**config.mk**
```make
export PLATFORM = sky130hd
export DESIGN_NAME = mem_arbiter_flat
export DESIGN_NICKNAME = d
export VERILOG_FILES = /design/src/rtl/mem_arbiter_pkg.sv /design/src/rtl/mem_arbiter_if.sv /design/src/rtl/mem_arb_wbuf.sv /design/src/rtl/mem_arbiter.sv /design/src/flat_wrapper.sv
export SDC_FILE = /design/constraint.sdc
export NUM_CORES = 1
export LEC_CHECK = 0
export ABC_AREA = 1
export BUFFER_PORTS_ARGS = -buffer_cell sky130_fd_sc_hd__buf_2
export CORE_AREA = 3 3 140 142
export DETAILED_ROUTE_END_ITERATION = 16
export DIE_AREA = 0 0 143 145
export GPL_TIMING_DRIVEN = 0
export PLACE_DENSITY = 0.71
export SLEW_MARGIN = 15
export SYNTH_ARGS = -nofsm -noshare
export SYNTH_HDL_FRONTEND = slang
export SYNTH_SLANG_ARGS = --single-unit
```
**constraint.sdc**
```tcl
create_clock -name clk -period 1.5 [get_ports clk]
set_input_delay 0.3 -clock clk [delete_from_list [all_inputs] [get_ports clk]]
set_output_delay 0.3 -clock clk [all_outputs]
set_load 0.02 [all_outputs]
```
**src/rtl/mem_arbiter_pkg.sv**
```systemverilog
// rtl/mem_arbiter_pkg.sv - shared state encodings and size codes for the memory arbiter
package mem_arbiter_pkg;

  localparam int ADDR_W_DEF       = 32;
  localparam int DATA_W_DEF       = 32;
  localparam int STARVE_LIMIT_DEF = 4;

  typedef enum logic [1:0] {
    ARB_IDLE   = 2'd0,
    ARB_BUSY_W = 2'd1,
    ARB_BUSY_D = 2'd2,
    ARB_BUSY_I = 2'd3
  } arb_state_t;

  localparam logic [1:0] MEM_SZ_BYTE = 2'b00;
  localparam logic [1:0] MEM_SZ_HALF = 2'b01;
  localparam logic [1:0] MEM_SZ_WORD = 2'b10;

endpackage

```
**src/rtl/mem_arbiter_if.sv**
```systemverilog
// rtl/mem_arbiter_if.sv - fetch, memory-stage and memory-side signal bundle
interface mem_arbiter_if #(
  parameter int ADDR_W = 32,
  parameter int DATA_W = 32
);

  logic              flush;
  logic [ADDR_W-1:0] i_addr;
  logic              i_rd_enable;
  logic [DATA_W-1:0] i_rd_data;
  logic              i_rd_ready;
  logic [ADDR_W-1:0] d_addr;
  logic              d_rd_enable;
  logic [DATA_W-1:0] d_rd_data;
  logic              d_rd_ready;
  logic              d_wr_enable;
  logic [DATA_W-1:0] d_wr_data;
  logic [1:0]        d_wr_size;
  logic              d_wr_full;
  logic [ADDR_W-1:0] mem_addr;
  logic [DATA_W-1:0] mem_wr_data;
  logic [1:0]        mem_wr_size;
  logic              mem_wr_enable;
  logic              mem_rd_enable;
  logic [DATA_W-1:0] mem_rd_data;
  logic              mem_ready;

  // Arbiter view: requests and memory responses come in, grants and strobes go out.
  modport slave (
    input  flush,
    input  i_addr, i_rd_enable,
    output i_rd_data, i_rd_ready,
    input  d_addr, d_rd_enable, d_wr_enable, d_wr_data, d_wr_size,
    output d_rd_data, d_rd_ready, d_wr_full,
    output mem_addr, mem_wr_data, mem_wr_size, mem_wr_enable, mem_rd_enable,
    input  mem_rd_data, mem_ready
  );

  // Pipeline plus memory-model view, mirror of the arbiter.
  modport master (
    output flush,
    output i_addr, i_rd_enable,
    input  i_rd_data, i_rd_ready,
    output d_addr, d_rd_enable, d_wr_enable, d_wr_data, d_wr_size,
    input  d_rd_data, d_rd_ready, d_wr_full,
    input  mem_addr, mem_wr_data, mem_wr_size, mem_wr_enable, mem_rd_enable,
    output mem_rd_data, mem_ready
  );

endinterface

```
**src/rtl/mem_arb_wbuf.sv**
```systemverilog
// rtl/mem_arb_wbuf.sv - one-entry posted store buffer, captures when empty and clears on drain
module mem_arb_wbuf
  import mem_arbiter_pkg::*;
#(
  parameter int ADDR_W = 32,
  parameter int DATA_W = 32
) (
  input  logic              clk,
  input  logic              reset,
  input  logic              wr_en_i,
  input  logic [ADDR_W-1:0] wr_addr_i,
  input  logic [DATA_W-1:0] wr_data_i,
  input  logic [1:0]        wr_size_i,
  input  logic              drain_i,
  output logic              valid_o,
  output logic [ADDR_W-1:0] addr_o,
  output logic [DATA_W-1:0] data_o,
  output logic [1:0]        size_o
);

  logic              valid_q, valid_d;
  logic [ADDR_W-1:0] addr_q,  addr_d;
  logic [DATA_W-1:0] data_q,  data_d;
  logic [1:0]        size_q,  size_d;

  // Capture only into an empty slot; a pulse while occupied is dropped.
  always_comb begin
    valid_d = valid_q;
    addr_d  = addr_q;
    data_d  = data_q;
    size_d  = size_q;
    if (valid_q) begin
      if (drain_i) valid_d = 1'b0;
    end else if (wr_en_i) begin
      valid_d = 1'b1;
      addr_d  = wr_addr_i;
      data_d  = wr_data_i;
      size_d  = wr_size_i;
    end
  end

  // Buffer registers.
  always_ff @(posedge clk) begin
    if (reset) begin
      valid_q <= 1'b0;
      addr_q  <= '0;
      data_q  <= '0;
      size_q  <= MEM_SZ_BYTE;
    end else begin
      valid_q <= valid_d;
      addr_q  <= addr_d;
      data_q  <= data_d;
      size_q  <= size_d;
    end
  end

  assign valid_o = valid_q;
  assign addr_o  = addr_q;
  assign data_o  = data_q;
  assign size_o  = size_q;

endmodule

```
**src/rtl/mem_arbiter.sv**
```systemverilog
// rtl/mem_arbiter.sv - shares one memory port between fetch and memory stage with a posted store
module mem_arbiter
  import mem_arbiter_pkg::*;
#(
  parameter int ADDR_W       = ADDR_W_DEF,
  parameter int DATA_W       = DATA_W_DEF,
  parameter int STARVE_LIMIT = STARVE_LIMIT_DEF
) (
  input  logic          clk,
  input  logic          reset,
  mem_arbiter_if.slave  bus
);

  localparam int              CNT_W      = $clog2(STARVE_LIMIT + 1);
  localparam logic [CNT_W-1:0] STARVE_MAX = CNT_W'(STARVE_LIMIT);

  arb_state_t        state_q, state_d;
  logic [ADDR_W-1:0] addr_q, addr_d;
  logic [DATA_W-1:0] wdata_q, wdata_d;
  logic [1:0]        wsize_q, wsize_d;
  logic              rd_en_q, rd_en_d;
  logic              wr_en_q, wr_en_d;
  logic [CNT_W-1:0]  starve_q, starve_d;
  logic              drop_d_q, drop_d_d;
  logic              grant_wd;
  logic              grant_i;

  logic              wbuf_valid;
  logic [ADDR_W-1:0] wbuf_addr;
  logic [DATA_W-1:0] wbuf_data;
  logic [1:0]        wbuf_size;
  logic              wbuf_drain;

  assign wbuf_drain = bus.mem_ready && (state_q == ARB_BUSY_W);

  mem_arb_wbuf #(
    .ADDR_W (ADDR_W),
    .DATA_W (DATA_W)
  ) u_wbuf (
    .clk       (clk),
    .reset     (reset),
    .wr_en_i   (bus.d_wr_enable),
    .wr_addr_i (bus.d_addr),
    .wr_data_i (bus.d_wr_data),
    .wr_size_i (bus.d_wr_size),
    .drain_i   (wbuf_drain),
    .valid_o   (wbuf_valid),
    .addr_o    (wbuf_addr),
    .data_o    (wbuf_data),
    .size_o    (wbuf_size)
  );

  // Arbitration and memory-side register loading; outputs frozen while busy.
  // A D read arriving with a store pulse is held off so the store is buffered and issued first.
  always_comb begin
    state_d  = state_q;
    addr_d   = addr_q;
    wdata_d  = wdata_q;
    wsize_d  = wsize_q;
    rd_en_d  = rd_en_q;
    wr_en_d  = wr_en_q;
    grant_wd = 1'b0;
    grant_i  = 1'b0;
    unique case (state_q)
      ARB_IDLE: begin
        if (wbuf_valid) begin
          state_d  = ARB_BUSY_W;
          addr_d   = wbuf_addr;
          wdata_d  = wbuf_data;
          wsize_d  = wbuf_size;
          wr_en_d  = 1'b1;
          grant_wd = 1'b1;
        end else if (bus.d_rd_enable && !bus.d_wr_enable &&
                     ((starve_q < STARVE_MAX) || !bus.i_rd_enable)) begin
          state_d  = ARB_BUSY_D;
          addr_d   = bus.d_addr;
          rd_en_d  = 1'b1;
          grant_wd = 1'b1;
        end else if (bus.i_rd_enable) begin
          state_d  = ARB_BUSY_I;
          addr_d   = bus.i_addr;
          rd_en_d  = 1'b1;
          grant_i  = 1'b1;
        end
      end
      default: begin
        if (bus.mem_ready) begin
          state_d = ARB_IDLE;
          rd_en_d = 1'b0;
          wr_en_d = 1'b0;
        end
      end
    endcase
  end

  // Starvation count of D-side grants while fetch waits, plus the flush drop flag.
  always_comb begin
    starve_d = starve_q;
    if (!bus.i_rd_enable || grant_i) begin
      starve_d = '0;
    end else if (grant_wd && (starve_q < STARVE_MAX)) begin
      starve_d = starve_q + CNT_W'(1);
    end
    drop_d_d = 1'b0;
    if ((state_q == ARB_BUSY_D) && !bus.mem_ready) begin
      drop_d_d = drop_d_q || bus.flush;
    end
  end

  // State and memory-side registers.
  always_ff @(posedge clk) begin
    if (reset) begin
      state_q  <= ARB_IDLE;
      addr_q   <= '0;
      wdata_q  <= '0;
      wsize_q  <= MEM_SZ_BYTE;
      rd_en_q  <= 1'b0;
      wr_en_q  <= 1'b0;
      starve_q <= '0;
      drop_d_q <= 1'b0;
    end else begin
      state_q  <= state_d;
      addr_q   <= addr_d;
      wdata_q  <= wdata_d;
      wsize_q  <= wsize_d;
      rd_en_q  <= rd_en_d;
      wr_en_q  <= wr_en_d;
      starve_q <= starve_d;
      drop_d_q <= drop_d_d;
    end
  end

  assign bus.mem_addr      = addr_q;
  assign bus.mem_wr_data   = wdata_q;
  assign bus.mem_wr_size   = wsize_q;
  assign bus.mem_rd_enable = rd_en_q;
  assign bus.mem_wr_enable = wr_en_q;
  assign bus.d_wr_full     = wbuf_valid;
  assign bus.i_rd_data     = bus.mem_rd_data;
  assign bus.d_rd_data     = bus.mem_rd_data;
  assign bus.i_rd_ready    = bus.mem_ready && (state_q == ARB_BUSY_I);
  assign bus.d_rd_ready    = bus.mem_ready && (state_q == ARB_BUSY_D) && !drop_d_q;

  // A store pulse into an occupied buffer would be lost.
  a_no_store_when_full: assert property (@(posedge clk) disable iff (reset)
    !(bus.d_wr_enable && wbuf_valid));

endmodule

```
**src/flat_wrapper.sv**
```systemverilog
// flat-port wrapper written by rule: the top's interface ports become plain ports
module mem_arbiter_flat import mem_arbiter_pkg::*;
#(
  parameter int ADDR_W       = ADDR_W_DEF,
  parameter int DATA_W       = DATA_W_DEF,
  parameter int STARVE_LIMIT = STARVE_LIMIT_DEF
)
  (clk, reset, bus_flush, bus_i_addr, bus_i_rd_enable, bus_i_rd_data, bus_i_rd_ready, bus_d_addr, bus_d_rd_enable, bus_d_wr_enable, bus_d_wr_data, bus_d_wr_size, bus_d_rd_data, bus_d_rd_ready, bus_d_wr_full, bus_mem_addr, bus_mem_wr_data, bus_mem_wr_size, bus_mem_wr_enable, bus_mem_rd_enable, bus_mem_rd_data, bus_mem_ready);
  mem_arbiter_if #(.ADDR_W(ADDR_W), .DATA_W(DATA_W)) bus_i ();
  input  logic clk;
  input  logic reset;
  input wire logic [$bits(bus_i.flush)-1:0] bus_flush;
  input wire logic [$bits(bus_i.i_addr)-1:0] bus_i_addr;
  input wire logic [$bits(bus_i.i_rd_enable)-1:0] bus_i_rd_enable;
  output wire logic [$bits(bus_i.i_rd_data)-1:0] bus_i_rd_data;
  output wire logic [$bits(bus_i.i_rd_ready)-1:0] bus_i_rd_ready;
  input wire logic [$bits(bus_i.d_addr)-1:0] bus_d_addr;
  input wire logic [$bits(bus_i.d_rd_enable)-1:0] bus_d_rd_enable;
  input wire logic [$bits(bus_i.d_wr_enable)-1:0] bus_d_wr_enable;
  input wire logic [$bits(bus_i.d_wr_data)-1:0] bus_d_wr_data;
  input wire logic [$bits(bus_i.d_wr_size)-1:0] bus_d_wr_size;
  output wire logic [$bits(bus_i.d_rd_data)-1:0] bus_d_rd_data;
  output wire logic [$bits(bus_i.d_rd_ready)-1:0] bus_d_rd_ready;
  output wire logic [$bits(bus_i.d_wr_full)-1:0] bus_d_wr_full;
  output wire logic [$bits(bus_i.mem_addr)-1:0] bus_mem_addr;
  output wire logic [$bits(bus_i.mem_wr_data)-1:0] bus_mem_wr_data;
  output wire logic [$bits(bus_i.mem_wr_size)-1:0] bus_mem_wr_size;
  output wire logic [$bits(bus_i.mem_wr_enable)-1:0] bus_mem_wr_enable;
  output wire logic [$bits(bus_i.mem_rd_enable)-1:0] bus_mem_rd_enable;
  input wire logic [$bits(bus_i.mem_rd_data)-1:0] bus_mem_rd_data;
  input wire logic [$bits(bus_i.mem_ready)-1:0] bus_mem_ready;
  assign bus_i.flush = bus_flush;
  assign bus_i.i_addr = bus_i_addr;
  assign bus_i.i_rd_enable = bus_i_rd_enable;
  assign bus_i_rd_data = bus_i.i_rd_data;
  assign bus_i_rd_ready = bus_i.i_rd_ready;
  assign bus_i.d_addr = bus_d_addr;
  assign bus_i.d_rd_enable = bus_d_rd_enable;
  assign bus_i.d_wr_enable = bus_d_wr_enable;
  assign bus_i.d_wr_data = bus_d_wr_data;
  assign bus_i.d_wr_size = bus_d_wr_size;
  assign bus_d_rd_data = bus_i.d_rd_data;
  assign bus_d_rd_ready = bus_i.d_rd_ready;
  assign bus_d_wr_full = bus_i.d_wr_full;
  assign bus_mem_addr = bus_i.mem_addr;
  assign bus_mem_wr_data = bus_i.mem_wr_data;
  assign bus_mem_wr_size = bus_i.mem_wr_size;
  assign bus_mem_wr_enable = bus_i.mem_wr_enable;
  assign bus_mem_rd_enable = bus_i.mem_rd_enable;
  assign bus_i.mem_rd_data = bus_mem_rd_data;
  assign bus_i.mem_ready = bus_mem_ready;
  mem_arbiter #(.ADDR_W(ADDR_W), .DATA_W(DATA_W), .STARVE_LIMIT(STARVE_LIMIT)) u_core (.clk(clk), .reset(reset), .bus(bus_i));
endmodule
```
==> summary.md <==
| Metric | Value |
|---|---|
| Final period util | 104% |
| CTS tree | yes |
| DR pass1 iterations | 5 |
| Critical Path Max Stage Delay | 0.35 ns |
| Post-Synthesis Net Count | 1045 |
| Synth top area share | 44.2% |
| Fraction of registers with async set/reset | 0% |
| Worst skew pair latency | 0.42 ns |
| Crit path DAT | 1.25 ns |
| Maximum clock path buffer count | 2 |
| Main flop type after synthesis | dfxtp_1 |
| Vias per std cell | 4.61 |
| Worst setup path class | register to output pin |
| Vias in the first global route | 6102 |
| Setup crit end kind | output pin |
| Via Count | between 6000 and 7000 |
| Clk_skew | 0.0106 ns |
| Hold Path Class | primary input to register |
| Number of synthesized flops with an enable pin | 0 |
| Routed wire length per instance | 13.9 um |
| First-pass GRT wire length | 30400 um |
| Total power draw | roughly 12000 uW |
| Max-slew violation count | 0 |
| H-tree levels | 4 |
| PortBufs | 239 |
| Most numerous cell in the Yosys netlist | nor2_1 |
| Core area | 18600 sq um |
| Crit-path cells | inv_2 -> nor4_4 -> buf_4 |
| Fmax | 0.644 GHz |
| Hold Path Origin | reset |
| Iteration-0 DRC count of the detailed router | 340 |
| Die area | between 20000 and 25000 sq um |
| DIE WIDTH | 143 um |
| Clock buffer count from CTS | 17 |
| Post-Layout Cell Count | approximately 1400 |
| Io pins | 272 |
| Reg2Reg Launch Point | u_core.state_q[0]$_SDFFE_PP0P_ |
| Delay-heaviest family, CP | flip-flops |
| Post-Syn Area | 6380 sq um |
| Crit path time final | 1.55 ns |
| Gr usage total | roughly 18% |
| Layout area overhead | 36.5% |
| Antenna violations before repair | 2 |
| Outcome | finished, violations left |
| Yosys warns | 0 |
| Flop-to-flop setup slack | around 0.1 ns |
| Cells after Synth | 907 |
| Syn_area_per_cell | 7.04 sq um |
| Max Cap Viol | 0 |
| Capturing point of the worst reg2reg path | u_core.bus.mem_wr_data[9]$_SDFFE_PP0P_ |
| Post-DP HPWL | ~15000 um |
| # nets final | 1308 |
| Critical-path maximum fanout | 2 |
| PnR worst setup slack | -0.0534 ns |
| Buf+Inv Stages, Crit Path | 2 |
| Layout cells sized above 1 | roughly a third |
| Synth top cells by count | nor2_1 (266), dfxtp_1 (141), nand2_1 (103) |
| CP required | 1.20 ns |
| Rel. slew slack | approximately 64% |
| Failing checks | setup timing |
| CTS clk-pin slew, worst paths | 0.06 ns |
| Clock root cell | clkbuf_16 |
| Antenna-violating nets left | 0 |
| Critical path's slowest cell | dfxtp_4 |
| Synthesized flop and latch total | 141 |
| RD Place Congestion | roughly 0.79 |
| Largest net degree at the start of global routing | 17 |
| Die Y | 145 um |
| Grt ovf | 0 |
| Critical path launch point type | register |
| Initial Util | roughly 34% |
| Cell count after placement | 1380 |
| Residual DRC | 0 |
| Worst Reg-to-Reg Cells | 7 |
| Post-synth top area cell | dfxtp_1 |
| Post-CTS Hold Fix Bufs | 0 |
| Worst-margin pin slew | about 0.55 ns |
| Clock sink count | between 100 and 150 |
| LEAKAGE | roughly 0.0044 uW |
| PwrDens | roughly 1400 nW/um^2 |
| Cell variety after synth | 23 |
| Sequential fraction of the synthesis area | between 40% and 50% |
| Hold EP | u_core.u_wbuf.valid_o$_SDFF_PP0_ |
| Final setup fails | 2 |
| Hold depth | 2 |
| Row count | 50 |
| Total wire length | 19700 um |
| Peak VDD IR | around 0.85 mV |
| Hold Violations, Final | 0 |
| Top cells by area, synth | dfxtp_1 (44%), nor2_1 (16%), buf_4 (8.1%), o21ai_0 (7.6%), nand2_1 (6.1%) |
| RSZ-0062 raised after global routing | true |
repair_timing:
action,CTS,global route
pin swaps,1,2
endpoints found under the setup margin,28,113
gates resized for setup,20,33
setup buffers,2,3
metrics by stage:
| stage | instance area, sq um | utilization [%] | setup slack, ns | setup TNS, ns | hold slack [ns] |
|---|---|---|---|---|---|
| 2_1_floorplan | 6380 | - | 0.0405 | 0 | 0.369 |
| 6_report | 8710 | 46.9 | -0.0534 | -0.0611 | 0.0626 |
| 5_1_grt | 8710 | 46.9 | -0.115 | -0.346 | 0.0665 |
| 3_5_place_dp | 7870 | 42.4 | -0.141 | -2.79 | 0.456 |
| 3_3_place_gp | 7870 | 42.4 | -0.102 | -1.87 | 0.454 |
| 4_1_cts | 8630 | 46.4 | -0.0653 | -0.0653 | 0.0506 |
logic make-up after synthesis:
group                      after synthesis  synth area share, %
AOI/OAI and AO/OA                      110                 8.67
buffers and inverters                  170                 15.0
and+or+nand+nor                        485                 31.9
DFF                                    141                 44.2
adders and majority gates                1                0.196
worst max-delay path by stage:
stage	start	to	slack, ns	cells past startpoint
after floorplan	u_core.state_q[1]$_SDFFE_PP0P_	bus_d_rd_ready	0.04	2
after global placement	bus_i_rd_enable	u_core.bus.mem_addr[6]$_SDFFE_PP0P_	-0.10	8
after detailed placement	bus_i_rd_enable	u_core.bus.mem_addr[6]$_SDFFE_PP0P_	-0.14	8
after CTS	u_core.state_q[1]$_SDFFE_PP0P_	bus_d_rd_ready	-0.07	3
after global routing	u_core.state_q[1]$_SDFFE_PP0P_	bus_d_rd_ready	-0.11	3
final	u_core.state_q[1]$_SDFFE_PP0P_	bus_d_rd_ready	-0.05	3
registers in the layout, summed over array words and instances, names as in the netlist:
| name | count |
|---|---|
| u_core.bus.mem_wr_size | 2 |
| u_core.starve_q | 3 |
| u_core.u_wbuf.data_o | 32 |
| u_core.bus.mem_rd_enable | 1 |
| u_core.bus.mem_wr_enable | 1 |
| u_core.u_wbuf.valid_o | 1 |
| u_core.drop_d_q | 1 |
| u_core.u_wbuf.size_o | 2 |
| u_core.state_q | 2 |
| u_core.bus.mem_wr_data | 32 |
| u_core.bus.mem_addr | 32 |
| u_core.u_wbuf.addr_o | 32 |
placed cells by master, fill, tap and decap left out, drive strengths merged:
master / instances
nand2: 105
inv: 45
nand4: 34
clkinv: 4
nor2: 268
clkbuf: 47
bufinv: 7
nand3: 75
diode: 1
nor4: 1
a21oi: 5
nor3: 2
dfxtp: 141
buf: 341
o31ai: 1
o21ai: 104
clkinvlp: 2
ha: 1
power breakdown:
part	total [uW]	internal [uW]	switching [uW]	leakage, uW
Clock	5010	3340	1670	0.000341
Sequential	4430	4220	216	0.00117
Combinational	2890	1100	1790	0.00286
Total	12300	8650	3670	0.00437
routing by layer:
| layer | share of wire, % | wire [um] | vias up | track usage (%) |
|---|---|---|---|---|
| met1 | 43 | 8420 | 2936 | 22.3 |
| met4 | 1.0 | 200 | 4 | 4.90 |
| met3 | 8.3 | 1630 | 16 | 6.13 |
| met5 | 0.071 | 14 | - | 0 |
| li1 | - | - | 3364 | - |
| met2 | 48 | 9430 | 214 | 30.9 |
layout make-up:
class,instances,area (sq um)
buffer,126,841
fill,1951,9870
clock buffer,18,439
clock inverter,14,263
tap,234,293
inverter,44,169
multi-input combinational,596,2630
timing repair buffer,244,1240
sequential,141,2830
antenna,1,2.50
Note: power is estimated with default switching activity, not from simulation.
